**src/rtl/dcmi_bus_master.sv**
```systemverilog
// rtl/dcmi_bus_master.sv - round-robin byte bus master feeding an STM32 DCMI port
//
// Purpose: arbitrates N_SRC requesters sharing one 8-bit bus, pulls one byte
// per slot of CLK_DIV clocks from the granted source, and replays the bytes on a
// DCMI-style interface (D, PCLK, HSYNC, VSYNC). Packets are separated by
// GAP_SLOTS idle slots.
//
// Optional feature macro: DCMI_MASTER_FREE_PCLK_EN
//   defined   : slot counter and DCMI_PCLK run continuously, packets start on a slot boundary
//   undefined : DCMI_PCLK toggles only while a packet is being sent
//
// Ports:
//   i_clk          clock, all logic on the rising edge
//   i_rst          asynchronous active-high reset
//   i_dreq         per-source request, held until the source's last byte is accepted
//   o_dack         one-hot grant, the granted source drives i_mdata
//   i_mdata        shared data bus
//   o_dclken       one-cycle byte-accept strobe (source advances on dack & dclken)
//   o_dcmi_d       registered byte toward the DCMI port
//   o_dcmi_pclk    DCMI pixel clock
//   o_dcmi_hsync   high while o_dcmi_d holds a valid byte
//   o_dcmi_vsync   high for the duration of a packet
//   o_busy         high whenever the FSM is not idle
module dcmi_bus_master #(
  parameter int N_SRC     = 2,
  parameter int CLK_DIV   = 4,
  parameter int GAP_SLOTS = 4
) (
  input  logic             i_clk,
  input  logic             i_rst,
  input  logic [N_SRC-1:0] i_dreq,
  output logic [N_SRC-1:0] o_dack,
  input  logic [7:0]       i_mdata,
  output logic             o_dclken,
  output logic [7:0]       o_dcmi_d,
  output logic             o_dcmi_pclk,
  output logic             o_dcmi_hsync,
  output logic             o_dcmi_vsync,
  output logic             o_busy
);

  localparam int CW = (CLK_DIV > 2) ? $clog2(CLK_DIV) : 1;
  localparam int SW = (N_SRC > 1) ? $clog2(N_SRC) : 1;
  localparam int GW = (GAP_SLOTS > 1) ? $clog2(GAP_SLOTS) : 1;

  localparam logic [CW-1:0] CNT_LAST = CW'(CLK_DIV - 1);
  localparam logic [CW-1:0] CNT_HALF = CW'(CLK_DIV / 2);
  localparam logic [GW-1:0] GAP_LAST = GW'(GAP_SLOTS - 1);
  localparam logic [SW-1:0] SRC_LAST = SW'(N_SRC - 1);

  localparam logic [1:0] S_IDLE = 2'd0;
  localparam logic [1:0] S_SEND = 2'd1;
  localparam logic [1:0] S_GAP  = 2'd2;

  logic [1:0]       r_state;
  logic [CW-1:0]    r_cnt;
  logic [GW-1:0]    r_gap_cnt;
  logic [SW-1:0]    r_sel;
  logic [SW-1:0]    r_rr_ptr;
  logic [N_SRC-1:0] r_dack;
  logic [7:0]       r_d;
  logic             r_valid;
  logic             r_vsync;
  logic             r_pclk;

  logic             w_slot_end;
  logic [CW-1:0]    w_cnt_inc;
  logic [CW-1:0]    w_cnt_nxt;
  logic [1:0]       w_state_nxt;
  logic             w_sel_req;
  logic             w_any_req;
  logic             w_launch;
  logic             w_pclk_nxt;
  logic [SW-1:0]    w_idx;
  logic [SW-1:0]    w_pick;
  logic [SW-1:0]    w_pick_nxt;

  // Round-robin pick: scan from r_rr_ptr upward; iterating from the far end
  // down lets the nearest requester overwrite the others.
  always_comb begin
    w_any_req = |i_dreq;
    w_idx     = r_rr_ptr;
    w_pick    = r_rr_ptr;
    for (int i = N_SRC - 1; i >= 0; i--) begin
      w_idx = SW'((int'(r_rr_ptr) + i) % N_SRC);
      if (i_dreq[w_idx]) begin
        w_pick = w_idx;
      end
    end
    w_pick_nxt = (w_pick == SRC_LAST) ? '0 : w_pick + 1'b1;
  end

  // Next-state / next-count logic, shared by the registers and the PCLK register
  // so that PCLK is a clean flop output aligned with r_cnt.
  always_comb begin
    w_slot_end  = (r_cnt == CNT_LAST);
    w_cnt_inc   = w_slot_end ? '0 : r_cnt + 1'b1;
    w_sel_req   = i_dreq[r_sel];
    w_state_nxt = r_state;
    w_cnt_nxt   = r_cnt;
    w_launch    = 1'b0;
    case (r_state)
      S_IDLE: begin
`ifdef DCMI_MASTER_FREE_PCLK_EN
        // Start only on a wrap so the PCLK phase never jumps.
        w_cnt_nxt = w_cnt_inc;
        w_launch  = w_any_req && w_slot_end;
`else
        w_cnt_nxt = '0;
        w_launch  = w_any_req;
`endif
        if (w_launch) begin
          w_state_nxt = S_SEND;
          w_cnt_nxt   = '0;
        end
      end
      S_SEND: begin
        w_cnt_nxt = w_cnt_inc;
        if (w_slot_end && !w_sel_req) begin
          w_state_nxt = S_GAP;
        end
      end
      S_GAP: begin
        w_cnt_nxt = w_cnt_inc;
        if (w_slot_end && (r_gap_cnt == GAP_LAST)) begin
          w_state_nxt = S_IDLE;
        end
      end
      default: begin
        w_state_nxt = S_IDLE;
        w_cnt_nxt   = '0;
      end
    endcase
`ifdef DCMI_MASTER_FREE_PCLK_EN
    w_pclk_nxt = (w_cnt_nxt >= CNT_HALF);
`else
    w_pclk_nxt = (w_state_nxt == S_SEND) && (w_cnt_nxt >= CNT_HALF);
`endif
  end

  always_ff @(posedge i_clk or posedge i_rst) begin
    if (i_rst) begin
      r_state   <= S_IDLE;
      r_cnt     <= '0;
      r_gap_cnt <= '0;
      r_sel     <= '0;
      r_rr_ptr  <= '0;
      r_dack    <= '0;
      r_d       <= 8'h00;
      r_valid   <= 1'b0;
      r_vsync   <= 1'b0;
      r_pclk    <= 1'b0;
    end else begin
      r_state <= w_state_nxt;
      r_cnt   <= w_cnt_nxt;
      r_pclk  <= w_pclk_nxt;
      case (r_state)
        S_IDLE: begin
          if (w_launch) begin
            r_sel    <= w_pick;
            r_rr_ptr <= w_pick_nxt;
            r_dack   <= N_SRC'(1) << w_pick;
            r_vsync  <= 1'b1;
            r_valid  <= 1'b0;
          end
        end
        S_SEND: begin
          if (w_slot_end) begin
            if (w_sel_req) begin
              // Byte captured now is shown for the whole next slot.
              r_d     <= i_mdata;
              r_valid <= 1'b1;
            end else begin
              r_valid   <= 1'b0;
              r_dack    <= '0;
              r_vsync   <= 1'b0;
              r_gap_cnt <= '0;
            end
          end
        end
        S_GAP: begin
          if (w_slot_end) begin
            r_gap_cnt <= r_gap_cnt + 1'b1;
          end
        end
        default: begin
          r_dack  <= '0;
          r_valid <= 1'b0;
          r_vsync <= 1'b0;
        end
      endcase
    end
  end

  assign o_dack       = r_dack;
  assign o_dclken     = (r_state == S_SEND) && w_slot_end && w_sel_req;
  assign o_dcmi_d     = r_d;
  assign o_dcmi_pclk  = r_pclk;
  assign o_dcmi_hsync = r_valid;
  assign o_dcmi_vsync = r_vsync;
  assign o_busy       = (r_state != S_IDLE);

endmodule

```
**config.mk**
```make
export PLATFORM = sky130hd
export DESIGN_NAME = dcmi_bus_master
export DESIGN_NICKNAME = d
export VERILOG_FILES = /design/src/rtl/dcmi_bus_master.sv
export SDC_FILE = /design/constraint.sdc
export NUM_CORES = 1
export LEC_CHECK = 0
export CORE_AREA = 5 5 57 59
export CTS_CLUSTER_SIZE = 40
export DETAILED_ROUTE_END_ITERATION = 7
export DIE_AREA = 0 0 62 64
export PLACE_DENSITY = 0.69
export SKIP_LAST_GASP = 1
export SLEW_MARGIN = 20
export SYNTH_ARGS = -nofsm -noshare
export SYNTH_HDL_FRONTEND = slang
export SYNTH_SLANG_ARGS = --single-unit
```
**constraint.sdc**
```tcl
create_clock -name i_clk -period 1.9 [get_ports i_clk]
set_clock_uncertainty 0.2 [all_clocks]
set_input_delay 0.19 -clock i_clk [delete_from_list [all_inputs] [get_ports i_clk]]
set_output_delay 0.19 -clock i_clk [all_outputs]
set_load 0.02 [all_outputs]
```
### Word-level counts from Yosys, hierarchy flattened

Cells that the tools add are included.

| cells by class | value |
|---|---|
| bitwise logic cells | 1 |
| magnitude comparators | 4 |
| equal/unequal tests | 9 |
| shifts and indexed selects | 1 |
| reductions and logical operators | 16 |
| multiplexer cells | 30 |
| add/subtract/negate cells | 4 |

Operator list:

| cell | count |
|---|---|
| 2-bit two-way mux | 9 |
| 1-bit two-way mux | 16 |
| 2-bit case mux with 3 select lines | 2 |
| 2-bit inequality test (second input constant) | 4 |
| 4-bit AND reduction | 2 |
| 2-bit equality test (second input constant) | 3 |
| 1-bit by 2-bit less-than comparator with 1-bit output (second input constant) | 3 |
| 1-bit case mux with 3 select lines | 2 |
| 3-bit AND reduction | 2 |
| 1-bit logical AND | 5 |
| 2-bit by 1-bit adder with 2-bit output (second input constant) | 2 |
| 2-bit by 1-bit equality test with 1-bit output (second input constant) | 2 |
| 2-bit case mux with 2 select lines | 1 |
| 2-bit nonzero test | 2 |
| 2-bit OR reduction | 2 |
| 1-bit adder (second input constant) | 2 |
| 2-bit >= comparator (second input constant) | 1 |
| 2-bit logical NOT | 1 |
| 2-bit AND reduction | 1 |
| 1-bit by 1-bit left shift with 2-bit output (first input constant) | 1 |
| 1-bit logical NOT | 1 |
| 1-bit inverter | 1 |

| word-level totals | value |
|---|---|
| register bits after elaboration | 21 |
| output and inout port bits | 15 |
| bits of input ports | 12 |

### Longest topological paths before layout

| logic depth | value |
|---|---|
| depth after elaboration | 8 |
| gate-level depth with buffers | 7 |
| depth with buffers taken out | 6 |

### Worst setup path before layout

No wires, ideal clock.

| timing | value |
|---|---|
| path type | register to register |
| start | register r_state[0] |
| end | register r_vsync, in the netlist o_dcmi_vsync |
| arrival | 1728 ps |
| slack | -153 ps |
| stages on the path, launching flop included | 8 |
| period minus slack after synthesis | 2053 ps |
| path buffers | 1 |
| cells stage by stage | dfrtp_1 -> inv_1 -> ha_1 -> buf_4 -> nor3b_1 -> a211o_2 -> nor2_1 -> mux2_2 |

| between the ends | value |
|---|---|
| word-level cells in the longest chain between the ends | 4 |
| elaborated cells between the ends (all ways) | 10 |

Ends and longest elaborated chain:

| item | line | text |
|---|---|---|
| from (decl) | 55 | `logic [1:0] r_state;` |
| from (signal assigned) | 154 | `r_state <= w_state_nxt;` |
| 2-bit logical NOT | 102, 157 |  |
| 1-bit two-way mux | 102 | `case (r_state)` |
| 2-bit inequality test (no line) | n/a |  |
| 4-bit AND reduction (no line) | n/a |  |
| to (signal assigned) | 151 | `r_vsync <= 1'b0;` |
| to (signal assigned) | 163 | `r_vsync <= 1'b1;` |
| to (signal assigned) | 176 | `r_vsync <= 1'b0;` |
| to (decl) | 63 | `logic r_vsync;` |

Parallel ways exist; a longest one is shown, timed or not.
A chain may end at the register's enable or synchronous reset.

### Worst setup path after layout

| timing | value |
|---|---|
| start | register r_state[0] |
| end | register r_dack[0], in the netlist o_dack[0] |

| between the ends | value |
|---|---|
| word-level cells in the longest chain between the ends | 4 |
| elaborated cells between the ends (all ways) | 10 |

Ends and longest elaborated chain:

| item | line | text |
|---|---|---|
| 2-bit logical NOT | 102, 157 |  |
| 1-bit two-way mux | 102 |  |
| 2-bit inequality test (no line) | n/a |  |
| 4-bit AND reduction (no line) | n/a |  |
| to (signal assigned) | 162 | `r_dack <= N_SRC'(1) << w_pick;` |
| to (decl) | 60 | `logic [N_SRC-1:0] r_dack;` |

Parallel ways exist; a longest one is shown, timed or not.

==> results.tsv <==
metric	value	unit
count of max-cap constraint violations	0	
top cell family by delay on the critical path	compound AO/OA/AOI/OAI gates	
cells along the critical path	buf_4, inv_1, ha_2, nor3b_4, a211o_4, buf_4, o41ai_4	
number of port buffers	26	
critical-path maximum fanout	4	
Lkg Pwr	0.738	nW
path type of the worst min-delay path	in -> async	
Largest stage delay, worst path	0.37	ns
number of clock sinks seen by CTS	21	
arrival time of the worst setup path	1.90	ns
hold-fix buffer count after cts	0	
cell type with the highest occurrence count on the critical path	buf_4	
GR Util met2	22.4	%
count of buffer and inverter cells on the critical path	3	
power per unit of standard cell area	1530	nW/um2
count of cell types in the netlist	33	
Vias	862	
Area contributors post-synth	dfrtp_1, mux2_4, ha_1	
fraction of final layout cells sized beyond drive strength 1	33.6	%
detailed-route wire length	2.44	mm
last weighted congestion value of the routability-driven placer	0.745	
ANT cells	0	
setup TNS	0	ns
CTS root buffer	clkbuf_4	
violation count after the first detailed-routing iteration	22	
IR Drop Worst-Case VDD	1010	uV
Req. time, crit path	1.91	ns
global-route met1 utilization	16.8	%
Pre-Repair DR Iteration Count	4	
maximum number of pins on one net before global-route repair	22	
post-route clock period utilization	99.6	%
number of buffers created by CTS	3	
Synth Net Count	111	
unrepaired setup endpoints after global routing	true	
TritonCTS clock tree	done	
Max Root-Sink Buffers	2	
Worst-path clk slew	0.12	ns
clock period minus final worst setup slack	1.89	ns
synthesized instance count	93	
standard-cell rows	19	
starting density of the core	40.7	%
final setup violation count	0	
Slowest-stage cell, CP	dfrtp_1	
slew of the pin with the lowest slew margin	0.468	ns
Syn Std Cell Area	1080	um2
top-area cell type share of the netlist area	48.5	%
area growth from synthesis to final layout	44.8	%
average size of a mapped cell	11.7	um2
post-detailed-route count of antenna-violating nets	0	
remaining design rule violation count	0	
GR peak layer	met2	
endpoint type of the worst setup path	flip-flop	
GRT Total Usage	13.6	%
chip width	62	um
H-tree levels	1	
instance area after placement	1490	um2
sum of overflow across all layers after global routing	0	
Vert. Die Dim	64	um
area of the core	2660	um2
synthesis-stage register bit count	21	
final HPWL from detailed placement	1.82	mm
ratio of routed vias to standard cells	5.13	
number of global-route vias before repair	868	
layout filler cell count	221	
leading area contributor after synthesis	dfrtp_1	
outcome	finished, final reports clean	
count of pins on the block boundary	27	
routed wirelength normalized by instance count	14.5	um
insertion delay of the later-clocked pin in the worst-skew pair	0.30	ns
max-slew violations	0	
final net count	156	
die footprint	3970	um2
Worst setup SP type	flip-flop	
met3 GRT Util	2.62	%
final std cell area, no fill	1570	um2
final hold viol count	0	
global-route wire length before repair	4.04	mm
Worst slew margin	68.5	%
initial antenna violation count	0	
post-synthesis sequential area ratio	48.5	%
number of warnings issued by yosys	0	
path type of the worst setup path	reg -> reg	
Highest Clock Rate	528	MHz
==> layout make-up <==
cell class              instances  area [um2]  share of cell area, %
clock inverters                 1        5.00                  0.319
inverters                       6        22.5                   1.44
repair buffers                 45         393                   25.0
flip-flops and latches         21         526                   33.5
well taps                      31        38.8                   2.47
multi-input cells              61         562                   35.8
clock buffers                   3        22.5                   1.44
==> layout by cell type (no fill, tap or decap), drive strengths merged, types with 3 or more instances in the layout <==
master / n
nor3: 3
dfrtp: 21
inv: 6
ha: 6
clkdlybuf4s50: 24
clkbuf: 5
a21oi: 4
nand2: 6
buf: 19
nand2b: 3
mux2: 9
nor2: 7
==> registers in the layout, indices dropped and copies added (netlist names) <==
| register | flops |
|---|---|
| o_dack | 2 |
| o_dcmi_d | 8 |
| o_dcmi_hsync | 1 |
| o_dcmi_pclk | 1 |
| o_dcmi_vsync | 1 |
| r_cnt | 2 |
| r_gap_cnt | 2 |
| r_rr_ptr | 1 |
| r_sel | 1 |
| r_state | 2 |
==> what timing repair did <==
action	CTS	global route
pin swaps	1	1
gates resized for setup	7	6
endpoints found under the setup margin	5	14
setup buffers	3	0
==> kinds of logic (layout without fill, tap and decap cells) <==
family | count (synthesis) | count (layout) | share of synthesized area (%)
buffers and inverters | 11 | 55 | 5.66
multiplexers | 11 | 11 | 14.3
AND/OR/NAND/NOR | 28 | 28 | 13.7
AO/OA/AOI/OAI | 16 | 16 | 10.9
adder cells (fa/ha/maj) | 6 | 6 | 6.93
flip-flops | 21 | 21 | 48.5
==> cell usage after synthesis, drive strengths merged <==
cell and number:
and2 2, nor2b 2, a211oi 1, nand2b 3, nor2 7, a21oi 4, a221o 1, nand2 6
inv 6, a21bo 1, o21ai 2, mux2i 2, a22o 1, nor3b 2, o41ai 1, nor4 1
a31oi 2, o211a 1, buf 4, nor4b 1, clkbuf 1, nor3 3, ha 6, mux2 9
a211o 2, dfrtp 21, nand4b 1
==> worst paths after layout <==
path,cells past startpoint,slack (ns),startpoint,endpoint
worst max-delay path,7,0.007,r_state[0]$_DFF_PP0_,o_dack[0]$_DFFE_PP0P_
worst min-delay path,3,0.03,i_rst,o_dcmi_d[6]$_DFFE_PP0P_
worst min register to register,1,0.25,r_cnt[0]$_DFF_PP0_,r_cnt[0]$_DFF_PP0_
worst max register to register,7,0.007,r_state[0]$_DFF_PP0_,o_dack[0]$_DFFE_PP0P_
max in group asynchronous,3,1.26,i_rst,r_sel$_DFFE_PP0P_
min in group i_clk,1,0.25,r_cnt[0]$_DFF_PP0_,r_cnt[0]$_DFF_PP0_
==> power breakdown <==
group          internal (mW)  total [mW]  switching, mW
Sequential             0.625       0.725         0.0995
Combinational          0.795        1.47          0.673
Clock                 0.0784       0.215          0.137
Total                   1.50        2.41          0.910
==> stage by stage <==
stage / power [mW] / cells / utilization (%) / hold slack (ns) / worst slack (ns)
global placement: 2.04 / 161 / 55.9 / 0.224 / -0.172
detailed placement: 2.08 / 161 / 55.9 / 0.232 / -0.211
finish: 2.41 / 168 / 58.9 / 0.0264 / 0.00708
CTS: 2.39 / 168 / 58.8 / 0.0310 / -0.163
global route: 2.57 / 168 / 58.9 / 0.0459 / -0.0736
floorplan: 1.54 / 93 / - / -0.0335 / -0.0221
==> per-layer routing <==
layer  vias to the layer above  wire [um]  part of all wire [%]
li1                        412          -                     -
met1                       423       1020                    42
met2                        23       1210                    49
met3                         4        179                   7.3
met4                         0         40                   1.6
met5                         -          0                     0
==> worst reg2reg max path, delay by kind of cell, from the launching register on <==
kind | cells | cell delay, ns
AOI/OAI and AO/OA | 2 | 0.56
adders and majority gates | 1 | 0.19
buffers and inverters | 3 | 0.32
DFF | 1 | 0.37
and+or+nand+nor | 1 | 0.16
(Power assumes the default switching activity.)
